`src/rtl/rs_pkg.sv`:
```
// Shared constants and GF(2^8) helpers for the RS(255,239) encoder.
// The generator coefficients are derived at elaboration from the field
// definition. Nothing here ends up in the clocked path as a table; the
// constant multipliers turn each coefficient into a fixed XOR network.
package rs_pkg;

  localparam int          FIELD_W   = 8;
  localparam logic [8:0]  PRIM_POLY = 9'h11D;  // x^8+x^4+x^3+x^2+1
  localparam int          N         = 255;
  localparam int          K         = 239;
  localparam int          NPAR      = N - K;    // 16 check symbols

  // Multiply by alpha (= x) modulo the primitive polynomial.
  function automatic logic [FIELD_W-1:0] gf_xtime(input logic [FIELD_W-1:0] a);
    return {a[FIELD_W-2:0], 1'b0} ^ (a[FIELD_W-1] ? PRIM_POLY[FIELD_W-1:0] : '0);
  endfunction

  // General multiply, used only while computing constants.
  function automatic logic [FIELD_W-1:0] gf_mul(input logic [FIELD_W-1:0] a,
                                                input logic [FIELD_W-1:0] b);
    logic [FIELD_W-1:0] r;
    r = '0;
    for (int i = FIELD_W - 1; i >= 0; i--) begin
      r = gf_xtime(r) ^ (b[i] ? a : '0);
    end
    return r;
  endfunction

  // g(x) = prod_{i=0..15} (x + alpha^i); the monic x^16 term is implicit.
  function automatic logic [NPAR-1:0][FIELD_W-1:0] gen_coeffs();
    logic [NPAR:0][FIELD_W-1:0] g;
    logic [FIELD_W-1:0]         root;
    g    = '0;
    g[0] = 8'h01;
    root = 8'h01;
    for (int i = 0; i < NPAR; i++) begin
      for (int k = NPAR; k > 0; k--) begin
        g[k] = g[k-1] ^ gf_mul(g[k], root);
      end
      g[0] = gf_mul(g[0], root);
      root = gf_xtime(root);
    end
    return g[NPAR-1:0];
  endfunction

  localparam logic [NPAR-1:0][FIELD_W-1:0] G = gen_coeffs();

endpackage

```
`src/rtl/gf_mul_const.sv`:
```
// Constant GF(2^8) multiplier: dout = C * din.
// Ports: din (8-bit operand), dout (8-bit product).
// Product = XOR of C*alpha^j over the set bits j of din; with C fixed,
// each output bit reduces to an XOR of a fixed subset of din bits.
module gf_mul_const
  import rs_pkg::*;
#(
  parameter logic [FIELD_W-1:0] C = 8'h01
) (
  input  logic [FIELD_W-1:0] din,
  output logic [FIELD_W-1:0] dout
);

  function automatic logic [FIELD_W-1:0][FIELD_W-1:0] build_cols(input logic [FIELD_W-1:0] c);
    logic [FIELD_W-1:0][FIELD_W-1:0] cols;
    logic [FIELD_W-1:0]              v;
    v = c;
    for (int j = 0; j < FIELD_W; j++) begin
      cols[j] = v;
      v       = gf_xtime(v);
    end
    return cols;
  endfunction

  localparam logic [FIELD_W-1:0][FIELD_W-1:0] COLS = build_cols(C);

  // NOTE: combinational blocks assign every output a default first, so no
  // path leaves a value held and no latch is inferred.
  always_comb begin
    dout = '0;
    for (int j = 0; j < FIELD_W; j++) begin
      dout = dout ^ (din[j] ? COLS[j] : '0);
    end
  end

endmodule

```
`src/rtl/rs_enc_255_239.sv`:
```
// Systematic RS(255,239) encoder, one symbol per clock.
// Ports: clk, clrn (async active-low reset), enc_ena (clock enable),
//        data_present (high for the 239 message cycles), message (input
//        symbol), encoded (combinational codeword symbol output).
// Message bytes pass straight through while a 16-stage LFSR divides by
// g(x); with data_present low the remainder shifts out, high stage first.
module rs_enc_255_239
  import rs_pkg::*;
(
  input  logic               clk,
  input  logic               clrn,
  input  logic               enc_ena,
  input  logic               data_present,
  input  logic [FIELD_W-1:0] message,
  output logic [FIELD_W-1:0] encoded
);

  logic [NPAR-1:0][FIELD_W-1:0] p_q, p_d;
  logic [NPAR-1:0][FIELD_W-1:0] prod;
  logic [FIELD_W-1:0]           fb;

  // Forcing the feedback to zero during check cycles turns the divide
  // step into a plain shift with zero fill, so one datapath serves both.
  assign fb = data_present ? (message ^ p_q[NPAR-1]) : '0;

  for (genvar i = 0; i < NPAR; i++) begin : g_mul
    gf_mul_const #(.C(G[i])) u_mul (
      .din  (fb),
      .dout (prod[i])
    );
  end

  always_comb begin
    p_d = p_q;
    if (enc_ena) begin
      p_d[0] = prod[0];
      for (int i = 1; i < NPAR; i++) begin
        p_d[i] = p_q[i-1] ^ prod[i];
      end
    end
  end

  // NOTE: state updates in clocked blocks use non-blocking assignments so
  // every stage samples the previous-cycle value of its neighbour.
  always_ff @(posedge clk or negedge clrn) begin
    if (!clrn) begin
      p_q <= '0;
    end else begin
      p_q <= p_d;
    end
  end

  assign encoded = data_present ? message : p_q[NPAR-1];

endmodule

```
`config.mk`:
```
export PLATFORM = sky130hd
export DESIGN_NAME = rs_enc_255_239
export DESIGN_NICKNAME = d
export VERILOG_FILES = /design/src/rtl/rs_pkg.sv /design/src/rtl/gf_mul_const.sv /design/src/rtl/rs_enc_255_239.sv
export SDC_FILE = /design/constraint.sdc
export NUM_CORES = 1
export LEC_CHECK = 0
export CORE_MARGIN = 1.5
export CORE_UTILIZATION = 60
export CTS_CLUSTER_DIAMETER = 60
export DETAILED_ROUTE_END_ITERATION = 10
export MAX_ROUTING_LAYER = met4
export PLACE_DENSITY = 0.78
export SYNTH_ARGS = -nofsm -noshare
export SYNTH_HDL_FRONTEND = slang
export SYNTH_SLANG_ARGS = --single-unit
```
`constraint.sdc`:
```
create_clock -name clk -period 2.9 [get_ports clk]
set_input_delay 0.435 -clock clk [delete_from_list [all_inputs] [get_ports clk]]
set_output_delay 0.435 -clock clk [all_outputs]
set_load 0.02 [all_outputs]
```
==> flow_summary.json, run 1 <==
{
  "grt_pass1_wl_mm": 26.5,
  "cts-resized-gates": 0,
  "synth-seq-cells": 128,
  "slew-limit-headroom_pct": 50.8,
  "hold_buffers": 0,
  "drive_gt1_share_pct": 22.9,
  "root_buffer": "clkbuf_16",
  "htree_num_levels": 4,
  "largest_register": "p_q",
  "rows": 39,
  "clock_sinks": 128,
  "syn-instance-count": 620,
  "finalWirelength_mm": 16.3,
  "grt_overflow": 0,
  "start_kind": "primary input",
  "reg2reg_from": "p_q[125]",
  "drtIter0Drc": 413,
  "hold_viol": 0,
  "reg_top3": "p_q (128)",
  "drv_cap": 0,
  "post-cts-setup-buffer-count": 0,
  "routedWlPerCell_um": 19.9,
  "port_buffers": 19,
  "setup_tns_ns": 0,
  "clkLatencyLatePin_ns": 0.42,
  "worst_pin_slew_ns": 0.736,
  "cp_slowest_stage_delay_ns": 0.54,
  "dp_hpwl_mm": 11.5,
  "status": "complete, but fails checks",
  "hp-class": "in2async",
  "seq_area_frac_synth_pct": 44.8,
  "vias_per_cell": 5.53,
  "syn-num-nets": 632,
  "yosysUniqueCellTypes": 24,
  "largest_reg_flops": 128,
  "rsz0062_at_grt": "false",
  "ys.warnings.count": 0,
  "route.detailed.drc": 10,
  "cp_max_fo": 39,
  "grt_usage_pct": 29.3,
  "timing.critical_path.arrival_ns": 2.07,
  "cpMostUsedCell": "clkdlybuf4s50_1",
  "r2r-end": "p_q[117]",
  "io_pins": 20,
  "die_x_um": 112,
  "timing.reg2reg.worst_path_depth": 7,
  "period_share_pct": 86.4,
  "antenna_cells": 0,
  "core_um2": 11500,
  "first_global_vias": 4753,
  "setup_violations": 0,
  "finalNetCount": 677,
  "avgSynthCellArea_um2": 11.5,
  "worstPathRequired_ns": 2.47,
  "reg2reg_setup_slack_ns": 0.45,
  "syn2layout_area_growth_pct": 15.7,
  "grt_max_degree": 61,
  "slowest_stage": "clkdlybuf4s50_1",
  "finalWeightedCongestion": 0.914,
  "cts_tree": "yes",
  "dieArea_um2": 12600,
  "slew_viol_final": 0,
  "crit_buf_inv": 3,
  "start_util_pct": 62.0,
  "clk_pin_slew_worst_paths_ns": 0.05,
  "finalCriticalPeriod_ns": 2.50,
  "antenna_found_initial": 0,
  "cp-end-kind": "output port",
  "cts_buffer_depth": 2,
  "fin_skew_ns": 0.00901,
  "cp_cell_sequence": "clkdlybuf4s50_1 > buf_12 > mux2_2 > clkdlybuf4s50_1",
  "path_delay_family": "buffers and inverters",
  "synth_area_um2": 7150,
  "die_h_um": 112,
  "fmax_mhz": 399,
  "setup.worst_path.class": "in2out",
  "num_vias": 4536,
  "numCtsBuffers": 17,
  "violations": "DRC",
  "drt_first_pass_iters": 8,
  "drtAntennaViolNets": 0
}
-- cell usage in the layout, fill, tap and decap left out, drive strengths merged --
| master | instances |
|---|---|
| buf | 38 |
| inv | 3 |
| a21oi | 59 |
| clkinv | 3 |
| dfrtp | 128 |
| nand2b | 3 |
| xor2 | 91 |
| and2 | 1 |
| clkbuf | 25 |
| xnor2 | 127 |
| bufinv | 2 |
| clkdlybuf4s50 | 17 |
| mux2 | 79 |
| or2 | 2 |
| clkinvlp | 1 |
| mux2i | 3 |
| nand2 | 26 |
| nor2 | 59 |
| xnor3 | 10 |
-- cell usage after synthesis --
master    instances  area share [%]
buf_2             2            0.14
inv_1             3            0.16
xnor2_4           1            0.39
buf_4             1            0.11
nand2b_1          3            0.26
and2_1            1           0.088
xor2_1           85              10
nor2_1           59             3.1
xor2_2            5             1.1
nand2_2           2            0.18
dfrtp_1         128              45
a21oi_1          59             4.1
xor2_4            1            0.39
buf_6             1            0.16
clkbuf_1         23             1.2
mux2_2           77              12
or2_2             2            0.18
xnor2_1         124              15
buf_1             2            0.11
xnor3_1          10             3.2
xnor2_2           2            0.46
mux2_4            2            0.42
nand2_1          24             1.3
mux2i_1           3            0.42
-- worst max-delay path by stage --
stage,start,endpoint,slack (ns),cells past startpoint
final,data_present,encoded[4],0.40,4
after global routing,message[5],p_q[117],0.26,8
after CTS,data_present,encoded[4],0.40,4
after detailed placement,message[3],p_q[127],-0.02,9
after global placement,message[3],p_q[127],0.07,9
after floorplan,message[5],p_q[78],0.75,6
-- kinds of logic after synthesis --
logic type / after synthesis / share of synthesized area (%)
buffers and inverters: 32 / 1.87
flip-flops: 128 / 44.8
AND/OR/NAND/NOR: 91 / 5.06
AO/OA/AOI/OAI: 59 / 4.13
multiplexers: 82 / 13.0
XOR/XNOR: 228 / 31.1
-- layout make-up --
class	instances	area (um^2)
multi-input combinational	460	3810
fill	789	3250
sequential	128	3200
timing repair buffer	55	509
clock buffer	25	475
tap	143	179
clock inverter	6	82.6
inverter	3	11.3
-- layer usage --
metal  GRT usage [%]  wire length, um  up-vias
li1                -                -     2101
met1            39.1             7090     2264
met2            44.1             7860      136
met3            6.64              920       35
met4            11.1              444        0
met5               -                0        -
-- per-stage QoR --
step	cell area, um^2	hold WS [ns]	util, %	cells	setup WS, ns
after global placement	7710	0.500	67.0	789	0.0721
after detailed placement	7710	0.501	67.0	789	-0.0155
after floorplan	7150	0.139	-	620	0.752
after CTS	8270	0.0847	71.8	820	0.395
final	8270	0.0573	71.8	820	0.396
after global routing	8270	0.115	71.8	820	0.260
Power of run 1 is left out: the tool's default activity adds up to more than one toggle a clock period on the data nets, which glitch-free logic cannot reach.
==> run 2, diff against run 1 <==
--- a/config.mk
+++ b/config.mk
@@ -5,6 +5,7 @@
 export SDC_FILE = /design/constraint.sdc
 export NUM_CORES = 1
 export LEC_CHECK = 0
+export ABC_AREA = 1
 export CORE_MARGIN = 1.5
 export CORE_UTILIZATION = 60
 export CTS_CLUSTER_DIAMETER = 60
==> run 2 against run 1 <==
Effect of this change:
- the run now ends clean
- global-route usage increased by 6.1 points
- die area increased by 11%
- cell count increased by 65%
- non-clock buffer count decreased by 2
- critical path depth increased by 1
- flip-flop and latch count unchanged
- synthesized cell count increased by 84%
- critical endpoint is now encoded[2]
==> flow_summary.json, run 2 <==
{
  "multi_input_area_um2": 4200,
  "synth_top_area_share_pct": 40.1,
  "vdd_drop_max_v": 0.000679,
  "final_cells": 1352,
  "routedWlPerCell_um": 17.0,
  "path_delay_family": "buffers and inverters",
  "syn2layout_area_growth_pct": 12.9,
  "synth_common_cells": "465 x nand2_1, 138 x nand3_1, 128 x dfrtp_1, 93 x inv_1, 78 x o21ai_0",
  "yosysUniqueCellTypes": 29,
  "final_common_cell": "nand2_1",
  "dp.cells": 1320,
  "ys.warnings.count": 0,
  "cpMostUsedCell": "clkdlybuf4s50_1",
  "finalWeightedCongestion": 0.973,
  "antenna_found_initial": 1,
  "start_util_pct": 62.5,
  "synth_edf_count": 0,
  "synth_top_area_cell": "dfrtp_1",
  "cts_tree": "yes",
  "p_per_area_nw_per_um2": 1180,
  "timing.reg2reg.worst_path_depth": 12,
  "hold_buffers": 0,
  "drv_cap": 0,
  "grt_max_degree": 91,
  "register_area_um2": 3200,
  "ys.flop_type": "dfrtp_1",
  "die_h_um": 118,
  "leakagePower_uw": 0.00469,
  "syn-instance-count": 1138,
  "grt_usage_pct": 35.4,
  "io_pins": 20,
  "rsz0062_at_grt": "false",
  "clock_sinks": 128,
  "nFillCells": 1023,
  "r2r-end": "p_q[127]",
  "hp-class": "in2async",
  "worstPathRequired_ns": 2.47,
  "crit_buf_inv": 3,
  "drive_gt1_share_pct": 8.48,
  "slowest_stage": "clkdlybuf4s50_1",
  "dieArea_um2": 14000,
  "setup_tns_ns": 0,
  "cp_slowest_stage_delay_ns": 0.64,
  "finalPower_uw": 10600,
  "setup_violations": 0,
  "drtIter0Drc": 990,
  "drt_first_pass_iters": 7,
  "slew-limit-headroom_pct": 56.8,
  "timing.critical_path.arrival_ns": 1.98,
  "clk_pin_slew_worst_paths_ns": 0.06,
  "first_global_vias": 7166,
  "largest_register": "p_q",
  "die_x_um": 118,
  "final_cell_mix": "465 x nand2_1, 138 x nand3_1, 128 x dfrtp_1",
  "cp-end-kind": "output port",
  "avgSynthCellArea_um2": 7.01,
  "status": "completed",
  "finalWirelength_mm": 23.0,
  "grt_pass1_wl_mm": 37.0,
  "dp_hpwl_mm": 16.4,
  "seq_area_frac_synth_pct": 40.1,
  "yosysMostFrequentCell": "nand2_1",
  "numCtsBuffers": 17,
  "fmax_mhz": 413,
  "cp_cell_sequence": "clkdlybuf4s50_1 > buf_4 > nand2_1 > o21ai_0 > clkdlybuf4s50_1",
  "reg_top3": "p_q (128)",
  "period_share_pct": 83.4,
  "grt_overflow": 0,
  "largest_reg_flops": 128,
  "vias_per_cell": 5.69,
  "finalNetCount": 1179,
  "route.detailed.drc": 0,
  "async_flop_share_pct": 100,
  "cp_max_fo": 19,
  "final_util_pct": 70.5,
  "port_buffers": 19,
  "post-cts-setup-buffer-count": 0,
  "start_kind": "primary input",
  "reg2reg_setup_slack_ns": 0.65,
  "finalCriticalPeriod_ns": 2.42,
  "htree_num_levels": 4,
  "setup.worst_path.class": "in2out",
  "worst_pin_slew_ns": 0.647,
  "drtAntennaViolNets": 0,
  "synth_area_um2": 7980,
  "syn-num-nets": 1150,
  "reg2reg_from": "p_q[127]",
  "synth_area_leaders": "dfrtp_1 40%, nand2_1 22%, nand3_1 8.7%",
  "synth-seq-cells": 128,
  "hold_viol": 0,
  "slew_viol_final": 0,
  "cts_buffer_depth": 2,
  "core_um2": 12800,
  "root_buffer": "clkbuf_16",
  "cts-resized-gates": 0,
  "num_vias": 7688,
  "clkLatencyLatePin_ns": 0.43,
  "fin_skew_ns": 0.00798,
  "rows": 41
}
-- run 2: changes by cell type after synthesis, sizes merged, moves of 19 or more --
cell   delta
xor2     -24
a21oi    -59
nor2     -19
xnor2   -110
mux2     -79
inv      +93
o21ai    +92
nand3   +142
nand2   +457
-- run 2: layout make-up --
type | count | share of cell area [%]
clock buffer | 25 | 5.39
tap | 172 | 2.39
inverter | 96 | 4.00
sequential | 128 | 35.6
multi-input combinational | 871 | 46.7
timing repair buffer | 53 | 5.35
antenna | 1 | 0.0278
clock inverter | 6 | 0.639
-- run 2: routing by layer --
layer  GRT usage (%)  wire, um  vias up
met5               -         0        -
met4            17.8      1140        0
met3            9.41      2220       82
met2            50.4     10000      426
met1            46.6      9620     3533
li1                -         -     3647
-- run 2: worst max-delay path by stage --
stage                  from    endpoint  slack, ns  cells after the start
6_report       data_present  encoded[2]       0.48                      5
5_1_grt        data_present  encoded[2]       0.37                      5
4_1_cts        data_present  encoded[2]       0.47                      5
3_5_place_dp   data_present    p_q[127]       0.16                     12
3_3_place_gp   data_present    p_q[127]       0.24                     12
2_1_floorplan  data_present  encoded[5]       1.19                      3
-- run 2: report_power, final --
group | internal, uW | total, uW | switching (uW)
Sequential | 2680 | 3330 | 654
Combinational | 1860 | 5310 | 3450
Clock | 1230 | 2000 | 763
Total | 5780 | 10600 | 4870
-- run 2: through the flow --
stage | area, um^2 | setup slack, ns | hold WS, ns
2_1_floorplan | 7980 | 1.19 | 0.139
5_1_grt | 9010 | 0.374 | 0.0427
3_3_place_gp | 8460 | 0.239 | 0.470
4_1_cts | 9010 | 0.469 | 0.0239
6_report | 9010 | 0.481 | 0.00598
3_5_place_dp | 8460 | 0.163 | 0.476
-- run 2: cells by family after synthesis --
kind of cell | Yosys count | share of synthesized area, %
buf+inv | 139 | 7.18
flops | 128 | 40.1
simple gates | 682 | 36.5
compound gates | 105 | 6.81
xor+xnor | 84 | 9.41
No activity file was read; power rests on OpenSTA's default activity.
==> run 3, diff against run 2 <==
--- a/config.mk
+++ b/config.mk
@@ -7,11 +7,11 @@
 export LEC_CHECK = 0
 export ABC_AREA = 1
 export CORE_MARGIN = 1.5
-export CORE_UTILIZATION = 60
+export CORE_UTILIZATION = 57
 export CTS_CLUSTER_DIAMETER = 60
 export DETAILED_ROUTE_END_ITERATION = 10
 export MAX_ROUTING_LAYER = met4
-export PLACE_DENSITY = 0.78
+export PLACE_DENSITY = 0.77
 export SYNTH_ARGS = -nofsm -noshare
 export SYNTH_HDL_FRONTEND = slang
 export SYNTH_SLANG_ARGS = --single-unit
==> constraint.sdc (replaced) <==
create_clock -name clk -period 2 [get_ports clk]
set_input_delay 0.3 -clock clk [delete_from_list [all_inputs] [get_ports clk]]
set_output_delay 0.3 -clock clk [all_outputs]
set_load 0.02 [all_outputs]
==> run 3 against run 2 <==
Effect of this change:
- non-clock buffer count is 92 higher
- flip-flop and latch count stayed put
- via count is 5.2% higher
- setup slack worse by 0.45 ns
- global-route usage is 0.46 points higher
- worst hold slack better by 0.32 ns
- sequential power is 46% higher
- sequential share of layout area is 3.5 points lower
- die area is 5.1% higher
- critical path depth is 7 higher
- clock-buffer cell count is 6 lower
- critical path type is now in2reg
- highest routed layer unchanged
==> flow_summary.json, run 3 (synthesized netlist as in run 2, its figures left out) <==
{
  "fin_skew_ns": 0.00778,
  "hold_viol": 0,
  "path_delay_family": "buffers and inverters",
  "die_h_um": 121,
  "root_buffer": "clkbuf_16",
  "clock_sinks": 128,
  "setup_violations": 0,
  "setup_slack_ns": 0.0349,
  "holdCritStartpoint": "enc_ena",
  "final_common_cell": "nand2_1",
  "reg2reg_from": "p_q[127]",
  "first_global_vias": 7420,
  "cts_buffer_depth": 2,
  "nFillCells": 1062,
  "cp_slowest_stage_delay_ns": 0.50,
  "cts_tree": "yes",
  "drtAntennaViolNets": 0,
  "port_buffers": 19,
  "finalWirelength_mm": 24.8,
  "hp-class": "in2reg",
  "p_per_area_nw_per_um2": 1700,
  "fmax_mhz": 509,
  "vdd_drop_max_v": 0.000947,
  "dieArea_um2": 14700,
  "drv_cap": 0,
  "rsz0062_at_grt": "true",
  "start_kind": "primary input",
  "grt_pass1_wl_mm": 38.6,
  "htree_num_levels": 4,
  "reg_top3": "p_q (128)",
  "grt_max_degree": 108,
  "clkLatencyLatePin_ns": 0.43,
  "num_vias": 8085,
  "core_um2": 13800,
  "worstPathRequired_ns": 2.33,
  "worst_pin_slew_ns": 0.462,
  "crit_buf_inv": 4,
  "cpMostUsedCell": "nand2_1",
  "place_ws_ns": -0.399,
  "drive_gt1_share_pct": 17.6,
  "cp-end-kind": "register",
  "vias_per_cell": 5.56,
  "start_util_pct": 57.9,
  "numCtsBuffers": 17,
  "final_cell_mix": "450 x nand2_1, 134 x nand3_1, 128 x dfrtp_1",
  "routedWlPerCell_um": 17.1,
  "setup.worst_path.class": "in2reg",
  "period_share_pct": 98.3,
  "die_x_um": 121,
  "drt_first_pass_iters": 7,
  "clk_pin_slew_worst_paths_ns": 0.06,
  "io_pins": 20,
  "route.detailed.drc": 0,
  "rows": 43,
  "largest_reg_flops": 128,
  "timing.critical_path.arrival_ns": 2.29,
  "slowest_stage": "clkdlybuf4s50_1",
  "grt_usage_pct": 35.9,
  "syn2layout_area_growth_pct": 25.3,
  "finalPower_uw": 17000,
  "finalNetCount": 1272,
  "leakagePower_uw": 0.00523,
  "slew_viol_final": 0,
  "finalCriticalPeriod_ns": 1.97,
  "cp_cell_sequence": "clkdlybuf4s50_1 > buf_4 > nand2_1 > nor2_4 > buf_6 > nand2_1 > nand2_4 > clkinvlp_4 > nor2_2 > o21ai_0 > nand3_1 > nand2_1",
  "dp_hpwl_mm": 17.7,
  "largest_register": "p_q",
  "cp_max_fo": 6,
  "antenna_cells": 0,
  "antenna_found_initial": 0,
  "drtIter0Drc": 712,
  "finalWeightedCongestion": 0.991,
  "grt_overflow": 0,
  "slew-limit-headroom_pct": 69.2,
  "status": "completed",
  "critPathLaunch": "data_present",
  "reg2reg_setup_slack_ns": 0.06
}
run 3: cell count changes in the layout (fill, tap and decap cells not counted), sizes merged, moves of 2 or more:
cell	change
buf	+91
bufinv	+2
clkbuf	-6
clkdlybuf4s50	-9
clkinv	+3
clkinvlp	+4
dlygate4sd2	+8
inv	-2
run 3: area by class of cell:
class	count	area, um^2	area share, %
Inverter	96	368	3.68
Clock buffer	19	453	4.53
Timing Repair Buffer	145	1240	12.4
Sequential cell	128	3200	32.0
Clock inverter	13	163	1.63
Multi-Input combinational cell	872	4340	43.4
Tap cell	180	225	2.25
run 3: worst min-delay path, cell delays in order:
cell     delay [ns]
buf_4          0.23
nand2_1        0.11
o22ai_1        0.06
run 3: path summary, 6_finish.rpt:
| check | endpoint | cells after the start |
|---|---|---|
| worst min-delay path | p_q[71] | 3 |
| worst min register to register | p_q[99] | 2 |
| max in group asynchronous | p_q[96] | 3 |
| worst max register to register | p_q[114] | 11 |
| worst max-delay path | p_q[114] | 12 |
| min in group asynchronous | p_q[108] | 2 |
run 3: per-stage QoR:
stage / setup TNS, ns / cell area [um^2] / hold slack (ns) / std cells / utilization (%)
final: 0 / 10000 / 0.322 / 1453 / 72.6
after global routing: -0.0102 / 10000 / 0.318 / 1453 / 72.6
after CTS: 0 / 9790 / 0.299 / 1445 / 71.1
after detailed placement: -32.81 / 9170 / 0.227 / 1412 / 66.6
after global placement: -29.27 / 9170 / 0.226 / 1412 / 66.6
after floorplan: 0 / 7980 / 0.00441 / 1138 / -
run 3: power by group:
group | total (uW) | switching [uW] | internal [uW] | leakage (uW)
logic | 8860 | 5290 | 3570 | 0.00339
clock network | 3240 | 1210 | 2020 | 0.000295
registers | 4860 | 976 | 3880 | 0.00154
total | 17000 | 7480 | 9480 | 0.00523
run 3: timing repair:
item | CTS | global route
pin swaps | 0 | 8
hold buffers | 1 | 0
hold endpoints to repair | 35 | 0
gates resized for setup | 9 | 39
endpoints found under the setup margin | 9 | 69
setup buffers | 0 | 7
cloned | 0 | 1
run 3: layer usage:
metal / up-vias / global-route usage, % / routed length, um
met1: 3798 / 45.4 / 10100
li1: 3835 / - / -
met5: - / - / 0
met4: 0 / 19.0 / 1180
met2: 368 / 54.1 / 11500
met3: 84 / 7.42 / 2010
